**src/rtl/rv_pkg.sv**
```systemverilog
// Shared RV32 core definitions.
// Used by decode, writeback and the register file.
package rv_pkg;

  localparam int XLEN_DEF  = 32;
  localparam int NREGS_DEF = 32;

  typedef logic [4:0] reg_idx_t;

  localparam reg_idx_t ZERO_REG = 5'd0;

  function automatic int clog2(input int n);
    int r;
    r = 0;
    for (int i = 0; i < 32; i++)
      if ((1 << r) < n) r++;
    return r;
  endfunction

endpackage

```
**src/rtl/regfile_read_port.sv**
```systemverilog
// One register file read port.
// x0 masking plus priority write-first bypass.
module regfile_read_port
  import rv_pkg::*;
#(
  parameter int XLEN = XLEN_DEF,
  parameter int NWR  = 2,
  parameter int AW   = 5
) (
  input  logic [AW-1:0]       addr,
  input  logic [XLEN-1:0]     word,
  input  logic                busy_bit,
  input  logic [NWR-1:0]      wr_en,
  input  logic [NWR*AW-1:0]   wr_addr,
  input  logic [NWR*XLEN-1:0] wr_data,
  output logic [XLEN-1:0]     data,
  output logic                busy
);

  logic            hit;
  logic [XLEN-1:0] byp;

  // highest-index matching write port supplies the bypass
  always_comb begin
    hit = 1'b0;
    byp = '0;
    for (int w = 0; w < NWR; w++) begin
      if (wr_en[w] && wr_addr[w*AW +: AW] == addr) begin
        hit = 1'b1;
        byp = wr_data[w*XLEN +: XLEN];
      end
    end
  end

  // x0 reads zero and is never busy
  always_comb begin
    data = '0;
    busy = 1'b0;
    if (addr != AW'(ZERO_REG)) begin
      data = hit ? byp : word;
      busy = busy_bit & ~hit;
    end
  end

endmodule

```
**src/rtl/regfile_scoreboard.sv**
```systemverilog
// Multi-port integer register file with busy scoreboard.
// Same-cycle writes are bypassed to every read port.
module regfile_scoreboard
  import rv_pkg::*;
#(
  parameter  int XLEN  = XLEN_DEF,
  parameter  int NREGS = NREGS_DEF,
  parameter  int NRD   = 2,
  parameter  int NWR   = 2,
  localparam int AW    = clog2(NREGS)
) (
  input  logic                clk,
  input  logic                rst,
  input  logic [NRD*AW-1:0]   rd_addr,
  output logic [NRD*XLEN-1:0] rd_data,
  output logic [NRD-1:0]      rd_busy,
  input  logic [NWR-1:0]      wr_en,
  input  logic [NWR*AW-1:0]   wr_addr,
  input  logic [NWR*XLEN-1:0] wr_data,
  input  logic                iss_en,
  input  logic [AW-1:0]       iss_addr,
  input  logic                flush
);

  logic [XLEN-1:0]  regs [NREGS];
  logic [NREGS-1:0] busy;
  logic [NREGS-1:0] busy_nxt;
  logic [NREGS-1:0] wb_hit;

  // later ports overwrite earlier ones, so the highest index wins
  always_ff @(posedge clk) begin
    if (rst) begin
      for (int r = 0; r < NREGS; r++)
        regs[r] <= '0;
    end else begin
      for (int w = 0; w < NWR; w++)
        if (wr_en[w] && wr_addr[w*AW +: AW] != AW'(ZERO_REG))
          regs[wr_addr[w*AW +: AW]] <= wr_data[w*XLEN +: XLEN];
    end
  end

  // which registers see a writeback this cycle
  always_comb begin
    wb_hit = '0;
    for (int w = 0; w < NWR; w++)
      if (wr_en[w])
        wb_hit[wr_addr[w*AW +: AW]] = 1'b1;
  end

  // scoreboard: flush, then new producer, then writeback
  always_comb begin
    busy_nxt = busy;
    for (int r = 1; r < NREGS; r++) begin
      if (flush)
        busy_nxt[r] = 1'b0;
      else if (iss_en && iss_addr == AW'(r))
        busy_nxt[r] = 1'b1;
      else if (wb_hit[r])
        busy_nxt[r] = 1'b0;
    end
    busy_nxt[0] = 1'b0;
  end

  // busy vector register
  always_ff @(posedge clk) begin
    if (rst) busy <= '0;
    else     busy <= busy_nxt;
  end

  for (genvar p = 0; p < NRD; p++) begin : g_rd
    logic [AW-1:0] a;
    assign a = rd_addr[p*AW +: AW];

    regfile_read_port #(
      .XLEN (XLEN),
      .NWR  (NWR),
      .AW   (AW)
    ) u_rd (
      .addr     (a),
      .word     (regs[a]),
      .busy_bit (busy[a]),
      .wr_en    (wr_en),
      .wr_addr  (wr_addr),
      .wr_data  (wr_data),
      .data     (rd_data[p*XLEN +: XLEN]),
      .busy     (rd_busy[p])
    );
  end

endmodule
```
**config.mk**
```make
export PLATFORM = sky130hd
export DESIGN_NAME = regfile_scoreboard
export DESIGN_NICKNAME = d
export VERILOG_FILES = /design/src/rtl/rv_pkg.sv /design/src/rtl/regfile_read_port.sv /design/src/rtl/regfile_scoreboard.sv
export SDC_FILE = /design/constraint.sdc
export NUM_CORES = 2
export LEC_CHECK = 0
export ABC_CLOCK_PERIOD_IN_PS = 3930
export BUFFER_PORTS_ARGS = -buffer_cell sky130_fd_sc_hd__buf_4
export CAP_MARGIN = 25
export CELL_PAD_IN_SITES_DETAIL_PLACEMENT = 2
export CELL_PAD_IN_SITES_GLOBAL_PLACEMENT = 2
export CORE_MARGIN = 8
export CORE_UTILIZATION = 34
export CTS_BUF_LIST = sky130_fd_sc_hd__clkbuf_4 sky130_fd_sc_hd__clkbuf_8 sky130_fd_sc_hd__clkbuf_16
export CTS_CLUSTER_DIAMETER = 50
export CTS_CLUSTER_SIZE = 30
export DETAILED_ROUTE_END_ITERATION = 7
export MAX_ROUTING_LAYER = met4
export PLACE_DENSITY_LB_ADDON = 0.1
export SLEW_MARGIN = 10
export SYNTH_ARGS = -nofsm -noshare
export SYNTH_HDL_FRONTEND = slang
export SYNTH_SLANG_ARGS = --single-unit
```
**constraint.sdc**
```tcl
create_clock -name clk -period 3.93 [get_ports clk]
set_input_delay 0.786 -clock clk [delete_from_list [all_inputs] [get_ports clk]]
set_output_delay 0.786 -clock clk [all_outputs]
set_load 0.05 [all_outputs]
```
Word-level counts from Yosys, hierarchy flattened
Memories as Yosys holds them, arrays and structs flattened. Cells that the tools add are included. Widths: inputs -> output; s select.

Reduce and logical (&&, ||, !) cells: 77. Bitwise gates (word level): 5. Muxes and demuxes: 100. Magnitude comparators: 6. Equality and inequality tests: 35.

Operators by type and width (number): $mux 32 (12); $mux 1 (82); $eq 5x5->1 const B (16); $reduce_or 32->1 (2); $reduce_bool 2->1 (31); $eq 5x4->1 const B (8); $logic_and 1x1->1 (39); $or 32x32->32 (1); $lt 5x6->1 const B (4); $eq 5x3->1 const B (4); $eq 5x5->1 (4); $reduce_bool 5->1 (4); $bmux 1 s5 (2); $demux 1 s5 (2); $eq 5x2->1 const B (2); $ge 5x1->1 const B (2); $mux 5 (2); $eq 5x1->1 const B (1); $and 1x1->1 (2); $not 1->1 (2); $reduce_or 2->1 (1).

Output and inout bits: 66. Bits of input ports: 95. RAM bits: 1024. Word-level logic and storage cells: 256. Memories: 1. Register bits: 32.

Memories: regs (depth 32, bits a word 32, rd ports 2, clocked after Yosys merged registers in 0, write ports 32, line regfile_scoreboard.sv:25) `logic [XLEN-1:0] regs [NREGS];`.

Logic depth before layout (Yosys ltp)
Word-level depth: 9. Depth in mapped cells: 10. Mapped depth without buffers: 5.

By module
From an unflattened synthesis, not the netlist that was laid out.

Cell total of the unflattened synthesis: 4191. Area total of the unflattened synthesis: 61148.6 um2.

Modules (own cells, without submodules): regfile_scoreboard (times used 1, seq. area each 31370.1 um2, cells an instance 3831, area an instance 58551.2 um2); regfile_read_port (times used 2, seq. area each 0.0 um2, cells an instance 180, area an instance 1298.7 um2).

Worst setup path before layout
OpenSTA, ideal clock, no wires.

Path type: input port to output port. Start point: input port wr_addr[3]. End point: output port rd_data[24]. Required time: 3.144 ns. Cell stages on the path: 8. Path buffers: 3. Path slack: -0.052 ns. Arrival: 3.196 ns. Cell sequence: clkbuf_1 > xor2_1 > nor4_1 > and3_1 > clkbuf_1 > buf_2 > nor4_1 > nor3_1.

Longest elaborated chain between the ends: 6. Elaborated cells on any way between the ends: 8. Classes of those cells: eq/ne: 1; mux: 6; reduce/logical: 1.

Ends and longest elaborated chain: start, declared (line regfile_scoreboard.sv:18) `input logic [NWR*AW-1:0] wr_addr,`; $eq 5x5->1 (*) (line regfile_read_port.sv:28) `if (wr_en[w] && wr_addr[w*AW +: AW] == addr) begin`; $logic_and 1x1->1 (*) (line regfile_read_port.sv:28); $mux 32 / $mux 1 (equally long branches) (2 in series) (line regfile_read_port.sv:28); $mux 32 (*) (line regfile_read_port.sv:40) `data = hit ? byp : word;`; $mux 32 (*) (line regfile_read_port.sv:39) `if (addr != AW'(ZERO_REG)) begin`; end, declared (line regfile_scoreboard.sv:15) `output logic [NRD*XLEN-1:0] rd_data,`.

Mark *: on every way between the ends. The rest lies on a longest branch, timed or not.

Worst setup path in the final report
Start point: input port rd_addr[0]. End point: output port rd_data[9].

Longest elaborated chain between the ends: 6. Elaborated cells on any way between the ends: 12. Classes of those cells: eq/ne: 2; mux: 6; reduce/logical: 3; memory: 1.

Ends and longest elaborated chain: start, declared (line regfile_scoreboard.sv:14) `input logic [NRD*AW-1:0] rd_addr,`; branches (longest 5 deep; another with $mem_v2 32x32); $mux 32 (*) (line regfile_read_port.sv:39).

Every way passes the cells marked *.

==> metrics.csv <==
stage;metric;value;unit
outcome;status;complete, but fails checks;
outcome;failing checks;negative setup slack;
routing;Post-route DRC;0;
die;DIE AREA;202000;µm²
routing;Routed Antenna Nets;0;
hold_path;Hold Path Class;input port to flip-flop;
placed_design;dpl cells;7921;
synthesis;sequential element share of the synthesized area;0.4912;
grt;routing usage on met3;0.06113;
grt;All-Layer GR Usage;0.3353;
cells_and_area;Layout Nets;5698;
hold_path;WHS Path Cells;1;
routing;DR iter-0 viols;6596;
clock_network;Clk Latency, worst-skew pair;0.82;ns
synthesis;post-synthesis async set-or-reset flop share;0;
die;core area;187200;µm²
sta;worst slew pin tran;1.113;ns
sta;setup slack after layout;-0.06213;ns
hold_path;Hold EP;regs[0][9];
synthesis;Yosys top cell area share;0.4814;
sta;RSZ-0062 raised after global routing;yes;
power;Power, Total;33.70;mW
synthesis;Mean Syn Cell Area;11.40;µm²
die;Die X;449.4;µm
synthesis;number of synthesized flops with an enable pin;1024;
die;effective utilization at floorplan;0.3412;
clock_network;hold buffers post-CTS;0;
critical_path;most used cell along the critical path;buf_12;
grt;largest net degree at the start of global routing;65;
power;sequential share of power;0.399;
clock_network;CTS H-tree lvls;4;
cells_and_area;layout filler cell count;18890;
sta;final setup fails;2;
cells_and_area;Area Overhead vs Synth;19.70;%
grt;initial antenna violation count;4;
sta;Fin. Hold Viols;0;
routing;DR vias;54970;
placed_design;GPL Wtd Cong;0.8666;
power;cell leakage power;24.83;nW
synthesis;post-synthesis cell type count;59;
die;chip height;449.4;µm
grt;first-pass GRT wire length;468.8;mm
critical_path;R2R depth;2;
synthesis;largest cells by area after synthesis;edfxtp_1 48%, mux4_2 18%, nand2_1 8.3%;
power;Switch Pwr;9.885;mW
synthesis;Post-synth top flop;edfxtp_1;
grt;met1 Use GR;0.4166;
synthesis;number of synthesis warnings;0;
routing;Vias/cell;6.677;
clock_network;Worst-path clk slew;0.05;ns
grt;vias in the first global route;57230;
power;maximum VDD drop;0.3723;mV
synthesis;#FFs+latches synth;1055;
placed_design;HPWL Detailed;206.3;mm
critical_path;reg2reg setup slack;3.17;ns
power;Clk network pwr share;0.446;
critical_path;max incr delay on CP;0.70;ns
critical_path;Reg2Reg Launch Point;busy[27];
power;switching portion of total power;0.2933;
power;P_int;23.82;mW
job;Max Cap Violations;0;
cells_and_area;final core utilization;0.4084;
cells_and_area;layout cell share with drive strength beyond 1;0.2740;
synthesis;Gate Count Post-Synth;5602;
sta;Max Slew Vio Count;0;
synthesis;synthesized cell area;63870;µm²
critical_path;CP Max Fanout;11;
placed_design;port bufs;160;
sta;f_max;250.5;MHz
critical_path;Crit. End Element;primary output;
clock_network;TritonCTS Buffers;161;
critical_path;Startpoint Class;input port;
sta;headroom to the max-slew limit;0.2581;
routing;DR pass1 iterations;7;
critical_path;Crit-path slowest cell;nor4_1;
sta;Clock Skews;0;ns
power;pwr dens;440.9;nW/µm²
grt;grt met2 use;0.5255;
synthesis;area leader, netlist;edfxtp_1;
critical_path;critical path class;input port to primary output;
critical_path;R2R Path End;busy[27];
critical_path;Worst Path Arrival;3.21;ns
power;Comb power frac;0.155;
clock_network;root buffer cell;clkbuf_16;
grt;gr busiest metal;met2;
clock_network;clock sinks;1055;
routing;Routed WL;340.8;mm
grt;gr ovfl total;0;
critical_path;worst-path cell chain;buf_16, buf_12, buf_12, mux4_2, mux2i_1, o22ai_1, nor4_1, nor3_1, buf_4;
placed_design;pre-CTS setup slack;-0.7388;ns
die;I/O pin count;161;
hold_path;hold path start;rst;
critical_path;WP data required;3.14;ns
clock_network;clk buf depth;3;
routing;Routed wire per std cell;41.40;µm
die;Std-Cell Rows;159;
clock_network;CTS tree;done;
cells_and_area;Final Non-Filler Cells;8233;
sta;Period minus WS final;3.992;ns
sta;final period utilization;1.016;
-- power by group through the flow --
| stage | combinational [mW] | clock, mW | sequential (mW) |
|---|---|---|---|
| 2_1_floorplan | 2.86 | 0 | 13.4 |
| 3_3_place_gp | 4.99 | 0 | 13.6 |
| 3_5_place_dp | 5.03 | 0 | 13.6 |
| 4_1_cts | 5.15 | 15.2 | 13.4 |
| 5_1_grt | 5.33 | 15.6 | 13.5 |
| 6_report | 5.22 | 15.0 | 13.5 |
-- Yosys cell counts (all sizes together), types with 33 or more instances --
library cell,number
a22o,349
a22oi,126
a31oi,33
buf,227
clkbuf,550
edfxtp,1024
mux2i,137
mux4,521
nand2,1407
nor2,123
nor3,48
o21ai,673
o221ai,33
o22ai,61
-- worst max-delay path, delay by kind of cell --
| family | cells | cell delay, ns |
|---|---|---|
| AO/OA/AOI/OAI | 1 | 0.12 |
| buffers and inverters | 4 | 0.76 |
| multiplexers | 2 | 0.69 |
| AND/OR/NAND/NOR | 2 | 0.81 |
-- stage by stage --
step	instance area (µm²)	setup TNS (ns)	hold WS, ns
floorplan	64050	-0.7219	0.4768
global placement	70120	-7.277	0.4916
detailed placement	70120	-6.390	0.5169
CTS	76210	-0.04739	0.3159
global route	76450	-0.03072	0.3381
finish	76450	-0.07316	0.3753
-- sequential cells by signal, indices dropped and copies added (netlist names) --
name and cells:
busy 31, regs 1024
-- layout make-up --
| class | count | area (µm²) | area share |
|---|---|---|---|
| Timing Repair Buffer | 584 | 6087 | 0.07962 |
| Clock buffer | 184 | 4330 | 0.05664 |
| Multi-Input combinational cell | 3798 | 30360 | 0.3971 |
| Tap cell | 2495 | 3122 | 0.04083 |
| Clock inverter | 110 | 1159 | 0.01515 |
| Sequential cell | 1055 | 31370 | 0.4103 |
| Inverter | 3 | 11.26 | 0.0001473 |
| Antenna cell | 4 | 10.01 | 0.0001309 |
-- metal layers --
metal  share of wire  routed length [µm]
met1            0.39              134100
met2            0.46              158100
met3           0.081               27460
met4           0.062               21190
met5               0                   0
-- worst max-delay path by stage --
stage	start	to	slack [ns]
floorplan	wr_addr[3]	rd_data[25]	-0.05
global placement	rd_addr[1]	rd_data[28]	-0.80
detailed placement	wr_addr[3]	rd_data[0]	-0.74
CTS	rd_addr[0]	rd_data[0]	-0.05
global route	rd_addr[0]	rd_data[9]	-0.01
finish	rd_addr[0]	rd_data[9]	-0.06
-- cells in the final DEF, fill, tap and decap left out, drive strengths merged, types with 10 or more instances in the layout --
master	count
clkbuf	184
bufinv	12
clkinvlp	14
edfxtp	1024
a31oi	33
o22a	30
xnor2	12
mux2i	137
nor3	48
o21ai	673
nor2	123
nor3b	10
a22o	349
conb	32
nand2b	11
dfxtp	31
nand2	1407
o221ai	33
a221oi	29
or3	28
o22ai	61
clkinv	58
mux4	521
inv	29
nor4	31
buf	578
a22oi	126
-- cell families after synthesis --
kind of cell,share of synthesized area
AO/OA/AOI/OAI,0.1401
multiplexers,0.2062
other,0.00005871
buffers and inverters,0.05007
XOR/XNOR,0.002743
AND/OR/NAND/NOR,0.1096
flip-flops,0.4912
-- what timing repair did --
action                     4_1_cts  5_1_grt
resized for setup               61       26
setup endpoints to repair       46       25
gates cloned                     7        0
pin swaps                        7        3
buffers inserted                 3        4
Power figures use the tool's default switching activity.
